===== config.mk =====
export PLATFORM = sky130hd
export DESIGN_NAME = sys_flat
export DESIGN_NICKNAME = d
export VERILOG_FILES = /design/src/rtl/sys_if.sv /design/src/rtl/sys.sv /design/src/flat_wrapper.sv
export SDC_FILE = /design/constraint.sdc
export NUM_CORES = 1
export LEC_CHECK = 0
export CAP_MARGIN = 20
export CORE_MARGIN = 2
export CORE_UTILIZATION = 45
export DETAILED_ROUTE_END_ITERATION = 8
export PLACE_DENSITY_LB_ADDON = 0.12
export SETUP_SLACK_MARGIN = 0.5
export SLEW_MARGIN = 40
export SYNTH_ARGS = -nofsm -noshare
export SYNTH_HDL_FRONTEND = slang
export SYNTH_SLANG_ARGS = --single-unit

===== constraint.sdc =====
create_clock -name clk -period 3.6 [get_ports clk]
set_clock_uncertainty 0.2 [all_clocks]
set_input_delay 0.54 -clock clk [delete_from_list [all_inputs] [get_ports clk]]
set_output_delay 0.54 -clock clk [all_outputs]
set_load 0.1 [all_outputs]

===== src/rtl/sys_if.sv =====
// sys_if -- memory request bus between the read-modify-write engine and memory.
//   addr : word address of the current request (engine -> memory)
//   dout : write data, valid while req=1 and wr=1 (engine -> memory)
//   req  : request, held high until acknowledged (engine -> memory)
//   wr   : request type, 1=write 0=read (engine -> memory)
//   din  : read data, valid with rdy during a read (memory -> engine)
//   rdy  : one-cycle acknowledge (memory -> engine)
interface sys_if;
  logic [63:0] addr;
  logic [63:0] din;
  logic [63:0] dout;
  logic        req;
  logic        wr;
  logic        rdy;

  modport master (output addr, output dout, output req, output wr,
                  input  din,  input  rdy);
  modport slave  (input  addr, input  dout, input  req, input  wr,
                  output din,  output rdy);
endinterface


===== src/rtl/sys.sv =====
// sys -- random-access read-modify-write engine.
// Repeatedly reads the word at a pseudo-random address (LFSR state masked by
// range) and writes back that word plus one.
//   clk          : clock, rising edge
//   rst          : synchronous active-high reset
//   m            : memory bus (sys_if master side)
//   seed0..seed3 : LFSR seed {seed3,seed2,seed1,seed0}, loaded during reset
//   range        : address mask, static during operation
module sys (
  input  logic        clk,
  input  logic        rst,
  sys_if.master       m,
  input  logic [15:0] seed0,
  input  logic [15:0] seed1,
  input  logic [15:0] seed2,
  input  logic [15:0] seed3,
  input  logic [63:0] range
);

  localparam logic [1:0] IDLE   = 2'd0;
  localparam logic [1:0] RD_REQ = 2'd1;
  localparam logic [1:0] WR_REQ = 2'd2;
  localparam logic [1:0] NEXT   = 2'd3;

  // Galois feedback mask for x^64+x^63+x^61+x^60+1 (right-shifting form).
  localparam logic [63:0] TAPS = 64'hD800_0000_0000_0000;

  function automatic logic [63:0] lfsr_step(input logic [63:0] s);
    lfsr_step = (s >> 1) ^ (s[0] ? TAPS : 64'h0);
  endfunction

  logic [63:0] seed_s;
  logic [63:0] seed_load_s;
  logic [1:0]  state_r;
  logic [63:0] lfsr_r;
  logic [63:0] addr_r;
  logic [63:0] data_r;   // captured read word, kept already incremented
  logic        req_r;
  logic        wr_r;

  assign seed_s = {seed3, seed2, seed1, seed0};

  // Seed substitution: an all-zero LFSR would lock up, so load 1 instead.
  always_comb begin
    seed_load_s = seed_s;
    if (seed_s == 64'h0) begin
      seed_load_s = 64'h1;
    end else begin
      seed_load_s = seed_s;
    end
  end

  assign m.addr = addr_r;
  assign m.dout = data_r;
  assign m.req  = req_r;
  assign m.wr   = wr_r;

  // Engine state machine; all bus outputs change only on state transitions.
  always_ff @(posedge clk) begin
    if (rst) begin
      state_r <= IDLE;
      lfsr_r  <= seed_load_s;
      addr_r  <= 64'h0;
      data_r  <= 64'h0;
      req_r   <= 1'b0;
      wr_r    <= 1'b0;
    end else begin
      case (state_r)
        IDLE, NEXT: begin
          // lfsr_r already holds the address source for this update
          state_r <= RD_REQ;
          addr_r  <= lfsr_r & range;
          req_r   <= 1'b1;
          wr_r    <= 1'b0;
        end
        RD_REQ: begin
          if (m.rdy) begin
            data_r  <= m.din + 64'd1;  // wraps modulo 2^64
            wr_r    <= 1'b1;
            state_r <= WR_REQ;
          end
        end
        WR_REQ: begin
          if (m.rdy) begin
            lfsr_r  <= lfsr_step(lfsr_r);
            req_r   <= 1'b0;
            wr_r    <= 1'b0;
            state_r <= NEXT;
          end
        end
        default: begin
          state_r <= IDLE;
          req_r   <= 1'b0;
          wr_r    <= 1'b0;
        end
      endcase
    end
  end

endmodule


===== src/flat_wrapper.sv =====
// flat-port wrapper written by rule: the top's interface ports become plain ports
module sys_flat 
  (clk, rst, seed0, seed1, seed2, seed3, range, m_addr, m_dout, m_req, m_wr, m_din, m_rdy);
  sys_if m_i ();
  input  logic clk;
  input  logic rst;
  input  logic [15:0] seed0;
  input  logic [15:0] seed1;
  input  logic [15:0] seed2;
  input  logic [15:0] seed3;
  input  logic [63:0] range;
  output wire logic [$bits(m_i.addr)-1:0] m_addr;
  output wire logic [$bits(m_i.dout)-1:0] m_dout;
  output wire logic [$bits(m_i.req)-1:0] m_req;
  output wire logic [$bits(m_i.wr)-1:0] m_wr;
  input wire logic [$bits(m_i.din)-1:0] m_din;
  input wire logic [$bits(m_i.rdy)-1:0] m_rdy;
  assign m_addr = m_i.addr;
  assign m_dout = m_i.dout;
  assign m_req = m_i.req;
  assign m_wr = m_i.wr;
  assign m_i.din = m_din;
  assign m_i.rdy = m_rdy;
  sys u_core (.clk(clk), .rst(rst), .m(m_i), .seed0(seed0), .seed1(seed1), .seed2(seed2), .seed3(seed3), .range(range));
endmodule

==> impl_results.md <==
* Post-layout nets at 1388
* Crit share post-route at 0.780
* Crit-path max FO at 19
* Crit end category: register
* Vias per Instance at 5.40
* Met3 GRT Util at 0.0630
* Max Cap Violations at 0
* TritonRoute pass-1 iters at 6
* Die Y at around 150 um
* Worst path top cell family by delay: simple AND/OR/NAND/NOR gates
* GRT Residual Overflow at 0
* Peak supply drop at 406 uV
* Main synth FF type: dfxtp_1
* DPL Wire Length at 19400 um
* Die area at 21100 um2
* Crit path max-delay cell type: clkdlybuf4s50_1
* Biggest area consumer among synthesized cells: dfxtp_1
* Post-synth top area share at 0.294
* Worst EP required at 3.73 ns
* DRT Wirelength at 25800 um
* Startpoint class of the critical path: primary input
* Setup TNS at 0 ns
* Critical path type: primary input to register
* Max Fclk at 356 MHz
* GR peak layer: met2
* Final Hold Fails at 0
* Worst Max-Slew Pin Slew at about 0.66 ns
* Setup Fix Bufs, Post-CTS at 0
* Core footprint at 19500 um2
* Seq cells post-synth at ~200
* P per Cell Area at 742 nW/um2
* Number of port buffers at roughly 320
* Number of global-route vias before repair at 7596
* Syn Area/Cell at roughly 10 um2
* Antenna violations before repair at 2
* Buf/Inv on CP at 1
* Top post-synthesis cells by area: dfxtp_1 (29%), edfxtp_1 (21%), mux2_2 (7.5%)
* Static leakage power at about 4.6 nW
* Status: complete, no violations
* DR WL/cell at 17.6 um
* Overall power at 0.00926 W
* Asr flop ratio synth at 0
* Mapped Cells at ~890
* Hold crit path type: register to register
* Synth Net Count at 1092
* Final setup viols at 0
* Via count at 7928
* CTS tree: done
* Final min period at 2.81 ns
* Final ANT Viol Nets at 0
* Hold Buf Count CTS at 0
* Top Ports at ~330
* Total track usage at 0.239
* Worst-Skew Late Latency at around 0.43 ns
* H-tree depth at 4
* Slew HR at 0.559
* Ys Warns at 0
* Distinct cells, synth at 46
* Die W at 145 um
* FP Rows at 51
* Global-route track usage on met1 at 0.304
* First-pass GRT wire length at slightly above 40000 um
* Sink Count at 196
* Layout cells sized above 1 at 0.206
* GP Congestion at roughly 0.86
* Crit path cell chain: clkdlybuf4s50_1 -> ha_1 -> nand3_1 -> nor2_1 -> nand4_4 -> or4_1 -> a311oi_1
* CTS buffer count at 17
* Initial Utilization at 0.461
* Core Util, Final at 0.639
* Seq/Total Area, Yosys at 0.508
* P&R area growth vs syn at 38.7%
* DRC viols at 0
* Setup repair after global routing missed its margin: no
* DR iter-0 viols at between 300 and 400
* Critical Path Max Stage Delay at 0.52 ns
* Largest net degree at the start of global routing at 111
* Synthesized area at 8990 um2
* Fin. max-slew vios at 0
* Max clock buf depth at 2
* Number of flops mapped to enable cells by yosys at 64
* Worst path arrival time at 2.94 ns
* Grt met2 use at 0.399
* Clock slew at reported path FFs at about 0.080 ns
* Clk Tree Root Cell: clkbuf_16
## tightest hold or removal path, cell delays in order (launching register included)
cell      delay (ns)
dfxtp_1         0.31
nand2b_1        0.06
a21oi_1         0.05
## routing by layer
metal | part of all wire | wire length [um] | vias to the layer above
met3 | 0.079 | 2050 | 24
met5 | 0.00046 | 12 | -
met2 | 0.48 | 12400 | 284
met4 | 0.018 | 469 | 2
met1 | 0.42 | 10900 | 3687
li1 | - | - | 3931
## final timing paths
path                                                startpoint  slack, ns                             end  cells past startpoint
worst min-delay path            u_core.m.addr[42]$_SDFFE_PP0P_       0.27  u_core.m.addr[42]$_SDFFE_PP0P_                      2
worst max register to register  u_core.state_r[1]$_SDFFE_PP0P_       1.49  u_core.m.dout[41]$_SDFFE_PP0P_                      6
worst max-delay path                                  m_din[0]       0.79  u_core.m.dout[62]$_SDFFE_PP0P_                      7
worst min register to register  u_core.m.addr[42]$_SDFFE_PP0P_       0.27  u_core.m.addr[42]$_SDFFE_PP0P_                      2
## synthesized netlist by cell type, types with 3 or more instances
library cell	n
nor2_1	72
a311oi_1	22
or3_1	11
clkbuf_1	47
inv_1	9
ha_1	4
dfxtp_1	132
buf_2	3
and4_1	11
xor2_1	25
or4_1	12
and3_1	8
xnor2_1	15
o31ai_1	12
nand2b_1	64
a21oi_1	68
nand3_1	86
edfxtp_1	64
a211oi_1	42
mux2_2	60
nor4_1	18
buf_1	6
o21ai_0	17
nand4_1	28
nor3_1	6
nand2_1	25
and2_1	4
## layout by cell type (no fill, tap or decap), drive strengths merged, types with 12 or more instances in the layout
master and instances:
clkdlybuf4s50 193, buf 143, dfxtp 132, nand3 89
nor2 72, a21oi 68, nand2b 64, edfxtp 64
mux2 60, a211oi 42, nand4 31, nand2 25
xor2 25, a311oi 22, nor4 20, o21ai 17
clkbuf 17, xnor2 15, inv 14, o31ai 12
or4 12, and4 12
## kinds of logic after synthesis
family,share of synthesized area
DFF,0.508
buffers and inverters,0.0309
adders and majority gates,0.00557
xor gates and xnor gates,0.0390
muxes,0.0762
and+or+nand+nor,0.224
AOI/OAI and AO/OA,0.117
## power breakdown
group	internal [W]	switching, W	leakage [nW]
clock	0.00119	0.000891	0.311
sequential	0.00275	0.000220	1.71
combinational	0.00100	0.00321	2.57
total	0.00493	0.00432	4.60
## sequential cells by signal, summed over array words and instances, names as in the netlist
name / count
u_core.lfsr_r: 64
u_core.m.addr: 64
u_core.m.dout: 64
u_core.state_r: 2
u_core.m.req: 1
u_core.m.wr: 1
## final cells by class
cell class                 count  area (um2)
antenna                        1        2.50
inverter                       9        33.8
tap                          265         332
timing repair buffer         336        2720
fill                        1669        7050
multi-input combinational    629        4180
clock buffer                  17         425
clock inverter                14         219
sequential                   196        4560
## what timing repair did
action,4_1_cts,5_1_grt
resized for setup,0,1
setup endpoints to repair,0,4
endpoints found under the hold margin,0,0
## through the flow
stage          cells  setup WS, ns  area (um2)  hold WS [ns]
5_1_grt         1467         0.607       12500         0.285
2_1_floorplan    893         0.559        8990         0.294
3_5_place_dp    1435         0.255       11800         0.255
6_report        1467         0.793       12500         0.265
3_3_place_gp    1435         0.325       12500         0.244
4_1_cts         1466         0.717       12500         0.269
(Power assumes the default switching activity.)
